$ cat src/rtl/ctrl_pkg.sv
// Shared types for the accumulator softcore control unit: FSM states,
// one-hot instruction indices and ALU operation codes.
package ctrl_pkg;

    typedef enum logic [2:0] {
        IDLE   = 3'd0,
        FETCH  = 3'd1,
        DECODE = 3'd2,
        EXEC   = 3'd3,
        MEM    = 3'd4,
        WB     = 3'd5,
        HALT   = 3'd6,
        ERR    = 3'd7
    } state_e;

    localparam int INSN_ADD  = 0;
    localparam int INSN_SUB  = 1;
    localparam int INSN_AND  = 2;
    localparam int INSN_OR   = 3;
    localparam int INSN_XOR  = 4;
    localparam int INSN_SHL  = 5;
    localparam int INSN_SHR  = 6;
    localparam int INSN_ADDI = 7;
    localparam int INSN_LD   = 8;
    localparam int INSN_ST   = 9;
    localparam int INSN_MVA  = 10;
    localparam int INSN_MVR  = 11;
    localparam int INSN_BEQZ = 12;
    localparam int INSN_JMP  = 13;
    localparam int INSN_NOP  = 14;
    localparam int INSN_HALT = 15;

    localparam logic [3:0] ALU_ADD = 4'd0;
    localparam logic [3:0] ALU_SUB = 4'd1;
    localparam logic [3:0] ALU_AND = 4'd2;
    localparam logic [3:0] ALU_OR  = 4'd3;
    localparam logic [3:0] ALU_XOR = 4'd4;
    localparam logic [3:0] ALU_SHL = 4'd5;
    localparam logic [3:0] ALU_SHR = 4'd6;

    // Maps the register-register ALU class bits to an ALU code; ADDI and
    // address generation fall through to ADD.
    function automatic logic [3:0] alu_code(input logic [6:0] ops);
        logic [3:0] code;
        code = ALU_ADD;
        if (ops[INSN_SUB])      code = ALU_SUB;
        else if (ops[INSN_AND]) code = ALU_AND;
        else if (ops[INSN_OR])  code = ALU_OR;
        else if (ops[INSN_XOR]) code = ALU_XOR;
        else if (ops[INSN_SHL]) code = ALU_SHL;
        else if (ops[INSN_SHR]) code = ALU_SHR;
        return code;
    endfunction

endpackage

$ cat src/rtl/multicycle_control_if.sv
// Memory port handshake: the control unit requests with mem_read/mem_write,
// the memory completes the access in any cycle it drives mem_ready high.
interface multicycle_control_if;
    logic mem_read;
    logic mem_write;
    logic mem_ready;

    modport master (output mem_read, output mem_write, input mem_ready);
    modport slave  (input mem_read, input mem_write, output mem_ready);
endinterface

$ cat src/rtl/ctrl_wait_timer.sv
// Saturating wait-cycle counter with synchronous clear and a compare
// against the configured timeout.
module ctrl_wait_timer #(
    parameter int MAX_COUNT = 15
) (
    input  logic clk,
    input  logic rst_n,
    input  logic clr,
    input  logic inc,
    output logic timeout
);
    localparam int W = $clog2(MAX_COUNT + 1);

    logic [W-1:0] cnt_q, cnt_d;

    always_comb begin
        cnt_d = cnt_q;
        if (clr)
            cnt_d = '0;
        else if (inc && (cnt_q != W'(MAX_COUNT)))
            cnt_d = cnt_q + 1'b1;
    end

    always_ff @(posedge clk or negedge rst_n) begin
        if (!rst_n) cnt_q <= '0;
        else        cnt_q <= cnt_d;
    end

    assign timeout = (cnt_q == W'(MAX_COUNT));
endmodule

$ cat src/rtl/multicycle_control.sv
// Multi-cycle sequencer for the accumulator softcore: FETCH/DECODE/EXEC/MEM/WB
// with memory timeout, illegal-encoding trap and absorbing HALT/ERR states.
module multicycle_control
    import ctrl_pkg::*;
#(
    parameter int INSN_COUNT  = 16,
    parameter int ALU_MODE_W  = 4,
    parameter int MEM_TIMEOUT = 15
) (
    input  logic                   clk,
    input  logic                   rst_n,
    input  logic [INSN_COUNT-1:0]  insn_en,
    input  logic                   acc_zero,
    multicycle_control_if.master   mem,
    output logic [ALU_MODE_W-1:0]  alu_mode,
    output logic                   pc_sel,
    output logic                   pc_write_en,
    output logic                   ir_load,
    output logic                   acc_write_en,
    output logic                   reg_write_en,
    output logic                   alu_a_sel,
    output logic                   alu_b_sel,
    output logic                   busy,
    output logic                   illegal,
    output logic                   bus_err,
    output state_e                 dbg_state
);
    state_e                state_q, state_d;
    logic [INSN_COUNT-1:0] cls_q, cls_d;
    logic                  pc_sel_q, pc_sel_d;
    logic                  illegal_q, illegal_d;
    logic                  bus_err_q, bus_err_d;
    logic                  wait_inc, wait_timeout;
    logic                  mem_read_o, mem_write_o;

    always_comb begin
        state_d      = state_q;
        cls_d        = cls_q;
        pc_sel_d     = pc_sel_q;
        illegal_d    = illegal_q;
        bus_err_d    = bus_err_q;
        wait_inc     = 1'b0;
        alu_mode     = '0;
        pc_sel       = 1'b0;
        pc_write_en  = 1'b0;
        ir_load      = 1'b0;
        acc_write_en = 1'b0;
        reg_write_en = 1'b0;
        alu_a_sel    = 1'b0;
        alu_b_sel    = 1'b0;
        mem_read_o   = 1'b0;
        mem_write_o  = 1'b0;

        case (state_q)
            IDLE: state_d = FETCH;
            FETCH: begin
                mem_read_o = 1'b1;
                if (mem.mem_ready) begin
                    ir_load = 1'b1;
                    state_d = DECODE;
                end else if (wait_timeout) begin
                    state_d   = ERR;
                    bus_err_d = 1'b1;
                end else begin
                    wait_inc = 1'b1;
                end
            end
            DECODE: begin
                cls_d = insn_en;
                if ($countones(insn_en) != 1) begin
                    state_d   = ERR;
                    illegal_d = 1'b1;
                end else begin
                    state_d = EXEC;
                end
            end
            EXEC: begin
                state_d = WB;
                if ((|cls_q[INSN_SHR:INSN_ADD]) || cls_q[INSN_ADDI]) begin
                    alu_mode     = ALU_MODE_W'(alu_code(cls_q[INSN_SHR:INSN_ADD]));
                    alu_b_sel    = cls_q[INSN_ADDI];
                    acc_write_en = 1'b1;
                end else if (cls_q[INSN_MVR]) begin
                    acc_write_en = 1'b1;
                end else if (cls_q[INSN_MVA]) begin
                    reg_write_en = 1'b1;
                end else if (cls_q[INSN_LD] || cls_q[INSN_ST]) begin
                    alu_b_sel = 1'b1;
                    state_d   = MEM;
                end else if (cls_q[INSN_BEQZ]) begin
                    pc_sel = acc_zero;
                end else if (cls_q[INSN_JMP]) begin
                    pc_sel = 1'b1;
                end else if (cls_q[INSN_HALT]) begin
                    state_d = HALT;
                end else if (cls_q[INSN_NOP]) begin
                    state_d = WB;
                end
                // WB replays the branch decision made here
                pc_sel_d = pc_sel;
            end
            MEM: begin
                // Only LD and ST reach MEM, so the class is one of the two
                if (cls_q[INSN_LD]) begin
                    mem_read_o   = 1'b1;
                    acc_write_en = mem.mem_ready;
                end else begin
                    mem_write_o = 1'b1;
                end
                if (mem.mem_ready) begin
                    state_d = WB;
                end else if (wait_timeout) begin
                    state_d   = ERR;
                    bus_err_d = 1'b1;
                end else begin
                    wait_inc = 1'b1;
                end
            end
            WB: begin
                pc_write_en = 1'b1;
                pc_sel      = pc_sel_q;
                state_d     = FETCH;
            end
            HALT: state_d = HALT;
            ERR:  state_d = ERR;
            default: state_d = ERR;
        endcase
    end

    always_ff @(posedge clk or negedge rst_n) begin
        if (!rst_n) begin
            state_q   <= IDLE;
            cls_q     <= '0;
            pc_sel_q  <= 1'b0;
            illegal_q <= 1'b0;
            bus_err_q <= 1'b0;
        end else begin
            state_q   <= state_d;
            cls_q     <= cls_d;
            pc_sel_q  <= pc_sel_d;
            illegal_q <= illegal_d;
            bus_err_q <= bus_err_d;
        end
    end

    ctrl_wait_timer #(.MAX_COUNT(MEM_TIMEOUT)) u_wait_timer (
        .clk     (clk),
        .rst_n   (rst_n),
        .clr     (state_d != state_q),
        .inc     (wait_inc),
        .timeout (wait_timeout)
    );

    assign mem.mem_read  = mem_read_o;
    assign mem.mem_write = mem_write_o;
    assign busy          = (state_q != IDLE) && (state_q != HALT) && (state_q != ERR);
    assign illegal       = illegal_q;
    assign bus_err       = bus_err_q;
    assign dbg_state     = state_q;
endmodule

$ cat src/flat_wrapper.sv
// flat-port wrapper written by rule: the top's interface ports become plain ports
module multicycle_control_flat import ctrl_pkg::*;
#(
    parameter int INSN_COUNT  = 16,
    parameter int ALU_MODE_W  = 4,
    parameter int MEM_TIMEOUT = 15
)
  (clk, rst_n, insn_en, acc_zero, alu_mode, pc_sel, pc_write_en, ir_load, acc_write_en, reg_write_en, alu_a_sel, alu_b_sel, busy, illegal, bus_err, dbg_state, mem_mem_read, mem_mem_write, mem_mem_ready);
  multicycle_control_if mem_i ();
  input  logic clk;
  input  logic rst_n;
  input  logic [INSN_COUNT-1:0] insn_en;
  input  logic acc_zero;
  output logic [ALU_MODE_W-1:0] alu_mode;
  output logic pc_sel;
  output logic pc_write_en;
  output logic ir_load;
  output logic acc_write_en;
  output logic reg_write_en;
  output logic alu_a_sel;
  output logic alu_b_sel;
  output logic busy;
  output logic illegal;
  output logic bus_err;
  output state_e dbg_state;
  output wire logic [$bits(mem_i.mem_read)-1:0] mem_mem_read;
  output wire logic [$bits(mem_i.mem_write)-1:0] mem_mem_write;
  input wire logic [$bits(mem_i.mem_ready)-1:0] mem_mem_ready;
  assign mem_mem_read = mem_i.mem_read;
  assign mem_mem_write = mem_i.mem_write;
  assign mem_i.mem_ready = mem_mem_ready;
  multicycle_control #(.INSN_COUNT(INSN_COUNT), .ALU_MODE_W(ALU_MODE_W), .MEM_TIMEOUT(MEM_TIMEOUT)) u_core (.clk(clk), .rst_n(rst_n), .insn_en(insn_en), .acc_zero(acc_zero), .mem(mem_i), .alu_mode(alu_mode), .pc_sel(pc_sel), .pc_write_en(pc_write_en), .ir_load(ir_load), .acc_write_en(acc_write_en), .reg_write_en(reg_write_en), .alu_a_sel(alu_a_sel), .alu_b_sel(alu_b_sel), .busy(busy), .illegal(illegal), .bus_err(bus_err), .dbg_state(dbg_state));
endmodule
$ cat config.mk
export PLATFORM = sky130hd
export DESIGN_NAME = multicycle_control_flat
export DESIGN_NICKNAME = d
export VERILOG_FILES = /design/src/rtl/ctrl_pkg.sv /design/src/rtl/multicycle_control_if.sv /design/src/rtl/ctrl_wait_timer.sv /design/src/rtl/multicycle_control.sv /design/src/flat_wrapper.sv
export SDC_FILE = /design/constraint.sdc
export NUM_CORES = 1
export LEC_CHECK = 0
export CAP_MARGIN = 20
export CORE_ASPECT_RATIO = 0.5
export CORE_MARGIN = 2
export CORE_UTILIZATION = 33
export DETAILED_ROUTE_END_ITERATION = 16
export GPL_TIMING_DRIVEN = 1
export RECOVER_POWER = 50
export SLEW_MARGIN = 15
export SYNTH_ARGS = -nofsm -noshare
export SYNTH_HDL_FRONTEND = slang
export SYNTH_HIERARCHICAL = 1
export SYNTH_SLANG_ARGS = --single-unit
$ cat constraint.sdc
create_clock -name clk -period 2.25 [get_ports clk]
set_clock_uncertainty 0.15 [all_clocks]
set_input_delay 0.225 -clock clk [delete_from_list [all_inputs] [get_ports clk]]
set_output_delay 0.225 -clock clk [all_outputs]
set_load 0.02 [all_outputs]
==> flow_summary.ini, run 1 <==
[run_status]
violations = negative setup slack
outcome = complete, but fails checks

[logic_synthesis]
synth_commonest_cells = dfrtp_1 (25), inv_1 (24), mux2_2 (15)
yosysWarnings = 6
syn_inst = 174
synthTopCellsByArea = dfrtp_1 (35%), fa_1 (11%), mux2_2 (9.5%)
synth_area_um2 = 1770
ys.flop_type = dfrtp_1
yosys.area.top_type = dfrtp_1
synth_area_per_cell_um2 = 10.2
synth_top_area_share_pct = 35.3
synth_edf_count = 0
synth_seq_cells = 25
yosysMostFrequentCell = dfrtp_1
postSynth.asyncResetShare_pct = 100
synth.distinct_cells = 48
seq_area_frac_synth_pct = 35.3

[clocking]
ctsHtreeMaxLevel = 1
cts_tree = built
clock_path_buffers = 2
cts_hold_buf = 0
clkSinkCount = 25
cts_buffers = 3
path_clk_slew_ns = 0.09
cts_root_buffer = clkbuf_8
clock_latency_ns = 0.27

[cells_and_area]
register_area_um2 = 628
drive_gt1_share_pct = 35.8
multi_input_area_um2 = 1080
antennaDiodeCount = 0
area_growth_pct = 38.3
nets = 269
instances_no_fill = 302
fill_cells = 484
final_util_pct = 48.6

[global_routing]
grt_pass1_vias = 1471
antenna_found_initial = 0
grt_max_degree = 26
grt-ovfl-total = 0
grt_use_total_pct = 14.7
grt_pass1_wl_mm = 7.05

[sta]
worst_slew_pin_slew_ns = 1.38
final_hold_viol_count = 0
slew_headroom_pct = 8.13
final.min_clock_period_ns = 3.88
maxSlewViolCount = 0
grt_setup_unrepaired = yes
setup_violations = 3
setup_slack_ns = -1.63
clock.fmax_mhz = 257
period_share_pct = 173

[worst_hold_path]
hold_end = u_core/cls_q[11]
hold_start = insn_en[11]
hold_class = input port to register
min_path_cells = 2

[die]
core-area_um2 = 5040
dieArea_um2 = 6010
rows = 18
die_w_um = 108
die_h_um = 55.8
io_pins = 39
start_util_pct = 35.1

[detailed_routing]
ant_nets = 0
routed_wl_mm = 4.07
first_pass_iters = 4
drt_iter0_drc = 52
vias = 1454
wl_per_cell_um = 13.5
vias_per_cell = 4.81
drc_errors = 0

[place]
numPortBuffers = 36
gp_congestion = 0.843
hpwl_mm = 3.28
placedCellCount = 297

[setup_path]
ff2ff_path_depth = 5
crit_arrival_ns = 3.90
critPathKind = input port to register
r2r_slack_ns = 0.21
worstPathMaxFanout = 2
worstSetupStartpointType = input port
r2r-start = u_core/dbg_state[2]
cp-end-kind = register
r2r_end = u_core/u_wait_timer/cnt_q[0]
required_ns = 2.26

[power]
power.density_nw_per_um2 = 1100
p_leak_nw = 1.17
peakVddDrop_mv = 0.368

[flow_run]
timing.max_cap.violations = 0
-- layout by cell type (no fill, tap or decap), types with 2 or more instances in the layout --
master	n
buf_2	5
buf_6	3
clkdlybuf4s50_1	15
nand3b_1	2
nor2b_1	3
clkbuf_1	2
a211oi_1	2
fa_1	10
clkbuf_8	3
nor2_1	10
nor3b_1	3
or4_4	2
o211ai_1	2
inv_1	17
clkbuf_2	3
inv_2	6
o21ai_0	6
nand2_1	6
dfrtp_1	23
dlymetal6s2s_1	3
buf_4	24
nand2b_1	6
dfrtp_2	2
conb_1	2
mux2_2	15
dlygate4sd3_1	3
o22ai_1	2
a21oi_1	6
ha_1	5
nor3_1	3
-- cell families after synthesis --
logic type	count (synthesis)	synth area share, %
and+or+nand+nor	52	18.8
DFF	25	35.3
buffers and inverters	32	7.34
other	1	0.212
muxes	17	10.9
AOI/OAI and AO/OA	31	11.9
adders and majority gates	16	15.5
-- routing by layer --
metal	wire length [um]	global-route usage, %	part of all wire (%)	vias up
li1	-	-	-	718
met1	2010	20.8	49	712
met2	1860	23.1	46	20
met3	157	3.04	3.9	4
met4	43	3.30	1.1	0
met5	0	0	0	-
-- power breakdown --
part	total (mW)	switching (mW)	internal (mW)	leakage, nW
Combinational	1.64	0.781	0.859	0.841
Sequential	0.800	0.169	0.631	0.309
Clock	0.266	0.142	0.124	0.0255
Total	2.71	1.09	1.61	1.17
-- final cells by class --
type	instances	share of cell area, %
timing repair buffer	61	20.9
clock inverter	1	0.204
multi-input combinational	118	44.0
inverter	24	3.98
clock buffer	3	1.68
tap	70	3.57
sequential	25	25.6
-- sequential cells by signal, indices dropped and copies added, names as in the netlist --
register,cells
u_core/dbg_state,3
u_core/illegal,1
u_core/cls_q,15
u_core/u_wait_timer/cnt_q,4
u_core/bus_err,1
u_core/pc_sel_q,1
-- worst max-delay path by stage --
stage                     depth (start not counted)   startpoint                  end
final                                            12   insn_en[1]       u_core/illegal
after detailed placement                         14   insn_en[5]       u_core/illegal
after CTS                                        14  insn_en[11]  u_core/dbg_state[2]
after floorplan                                  13   insn_en[5]       u_core/illegal
after global placement                           14   insn_en[5]       u_core/illegal
after global routing                             14   insn_en[5]       u_core/illegal
-- critical path: stages --
cell and delay [ns]:
clkdlybuf4s15_1 0.21, fa_1 0.52, fa_1 0.45, fa_1 0.56, inv_1 0.05, fa_1 0.49, inv_2 0.05, ha_4 0.15
fa_1 0.44, or4b_4 0.54, a21oi_2 0.14, o21ai_1 0.07
-- what timing repair did --
| item | in CTS | in global routing |
|---|---|---|
| pin swaps | 11 | 11 |
| cloned | 0 | 0 |
| endpoints found under the setup margin | 10 | 12 |
| buffers inserted | 1 | 0 |
| resized for setup | 52 | 31 |
| endpoints found under the hold margin | 0 | 0 |
-- stage by stage --
stage	total power, mW	TNS [ns]	instance area (um^2)	worst slack, ns	hold slack (ns)
6_report	2.71	-3.35	2450	-1.63	0.0318
3_5_place_dp	2.39	-5.44	2390	-2.41	0.297
2_1_floorplan	1.69	-3.32	1790	-1.68	-0.221
4_1_cts	2.70	-3.68	2440	-1.67	0.0284
5_1_grt	2.95	-3.66	2450	-1.73	0.0234
3_3_place_gp	2.35	-5.37	2390	-2.38	0.296
Note: power is estimated with default switching activity, not from simulation.
==> run 2, diff against run 1 <==
Settings changed: CORE_MARGIN 2 to default.
==> run 2 against run 1 <==
Effect of this change:
- the flow still finishes with violations (negative setup slack)
- maximum frequency is 2.4% higher
- sequential cell count stayed put
- largest cell class unchanged
- final cell count is 0.99% higher
- non-clock buffer count is 3 higher
- die area is 5.4% lower
- utilization is 0.47 points higher
- via count is 0.83% lower
- critical endpoint unchanged
- register-to-register slack worse by 0.06 ns
- global-route usage is 0.74 points higher
- combinational power hardly changed
==> flow_summary.ini, run 2 (same netlist as run 1, synthesis figures left out) <==
[run_status]
outcome = complete, but fails checks
violations = negative setup slack

[global_routing]
grt_use_total_pct = 15.4
grt_max_degree = 26
grt_pass1_wl_mm = 6.78
grt_pass1_vias = 1448
grt-ovfl-total = 0
antenna_found_initial = 0

[detailed_routing]
ant_nets = 0
drc_errors = 0
vias = 1442
vias_per_cell = 4.73
wl_per_cell_um = 13.3
routed_wl_mm = 4.04
first_pass_iters = 4
drt_iter0_drc = 54

[die]
die_h_um = 53.8
rows = 18
io_pins = 39
die_w_um = 106
core-area_um2 = 5040
start_util_pct = 35.1
dieArea_um2 = 5680

[power]
power.total_mw = 2.73
p_leak_nw = 1.19
power.density_nw_per_um2 = 1100
peakVddDrop_mv = 0.362

[cells_and_area]
antennaDiodeCount = 0
drive_gt1_share_pct = 34.9
area_growth_pct = 39.7
nets = 272
register_area_um2 = 627
largest_reg_flops = 15
max_flop_register = u_core/cls_q
fill_cells = 464
final_common_cell = buf_4
multi_input_area_um2 = 1070
layout_common_cells = buf_4 (26), dfrtp_1 (24), inv_1 (19)

[clocking]
path_clk_slew_ns = 0.10
ctsHtreeMaxLevel = 1
clkSinkCount = 25
cts_tree = built
clock_path_buffers = 2
cts_root_buffer = clkbuf_8
clock_latency_ns = 0.27
cts_buffers = 3

[setup_path]
critPathKind = input port to register
cp-end-kind = register
worstSetupStartpointType = input port
worstPathMaxFanout = 2
crit_arrival_ns = 3.82
required_ns = 2.27

[sta]
maxSlewViolCount = 0
final.min_clock_period_ns = 3.80
slew_headroom_pct = 3.56
whs_ns = 0.0312
grt_setup_unrepaired = yes
clock.fmax_mhz = 264
setup_violations = 3
worst_slew_pin_slew_ns = 1.45
final_hold_viol_count = 0
setup_slack_ns = -1.55
tns_ns = -3.18
period_share_pct = 169

[place]
gp_congestion = 0.840
hpwl_mm = 3.24
numPortBuffers = 36

[flow_run]
timing.max_cap.violations = 0

[worst_hold_path]
hold_class = input port to register
## run 2: cell types whose count changed in the layout (fill, tap and decap cells not counted), moves of 2 or more
| cell | previous run | this run |
|---|---|---|
| inv_2 | 6 | 3 |
| buf_2 | 5 | 3 |
| buf_4 | 24 | 26 |
| buf_6 | 3 | 5 |
| inv_1 | 17 | 19 |
## run 2: critical path: stages
cell and delay [ns]:
buf_8 0.08, inv_4 0.03, fa_1 0.54, inv_2 0.04, fa_1 0.48, fa_1 0.57
inv_2 0.04, fa_1 0.47, inv_1 0.04, ha_2 0.17, fa_1 0.43, or4b_4 0.50
a21oi_2 0.14, o21ai_1 0.07
## run 2: report_power, final
group	switching, mW	internal [mW]	total (mW)
registers	0.175	0.629	0.803
clock network	0.149	0.125	0.275
logic	0.771	0.884	1.66
## run 2: cell type report
type	instances	area share [%]
clock buffers	3	1.67
clock inverters	1	0.303
inverters	24	4.04
multi-input cells	118	43.1
flip-flops and latches	25	25.3
well taps	70	3.54
repair buffers	64	22.0
## run 2: routing by layer
layer / track usage, % / share of wire [%] / vias up
li1: - / - / 717
met1: 21.4 / 52 / 708
met2: 26.4 / 45 / 15
met3: 3.03 / 2.8 / 2
met4: 1.39 / 0.52 / 0
met5: 0 / 0 / -
## run 2: timing repair
action	4_1_cts	5_1_grt
buffers inserted	1	1
hold buffers	0	0
pin swaps	12	12
setup endpoints to repair	10	12
gates resized for setup	50	30
## run 2: path summary, 6_finish.rpt
path | from | endpoint | slack [ns] | cells after the start
worst min-delay path | insn_en[15] | u_core/cls_q[15] | 0.03 | 2
worst max-delay path | insn_en[7] | u_core/illegal | -1.55 | 14
worst min register to register | u_core/bus_err | u_core/bus_err | 0.31 | 1
max in group asynchronous | rst_n | u_core/dbg_state[1] | 0.33 | 2
worst max register to register | u_core/dbg_state[2] | u_core/u_wait_timer/cnt_q[0] | 0.15 | 5
min in group asynchronous | rst_n | u_core/cls_q[7] | 0.66 | 2
## run 2: stage by stage
stage,utilization [%],worst slack [ns],cells,cell area (um^2)
6_report,49.1,-1.55,305,2470
5_1_grt,49.1,-1.63,305,2470
4_1_cts,48.7,-1.72,304,2460
3_5_place_dp,47.6,-2.40,299,2400
3_3_place_gp,47.6,-2.38,299,2400
2_1_floorplan,-,-1.68,175,1790
==> run 3, diff against run 2 <==
Settings changed: CTS_CLUSTER_DIAMETER from default to 30.
==> results of run 3 <==
No change in the layout: final DEF, timing and power equal those of run 2.
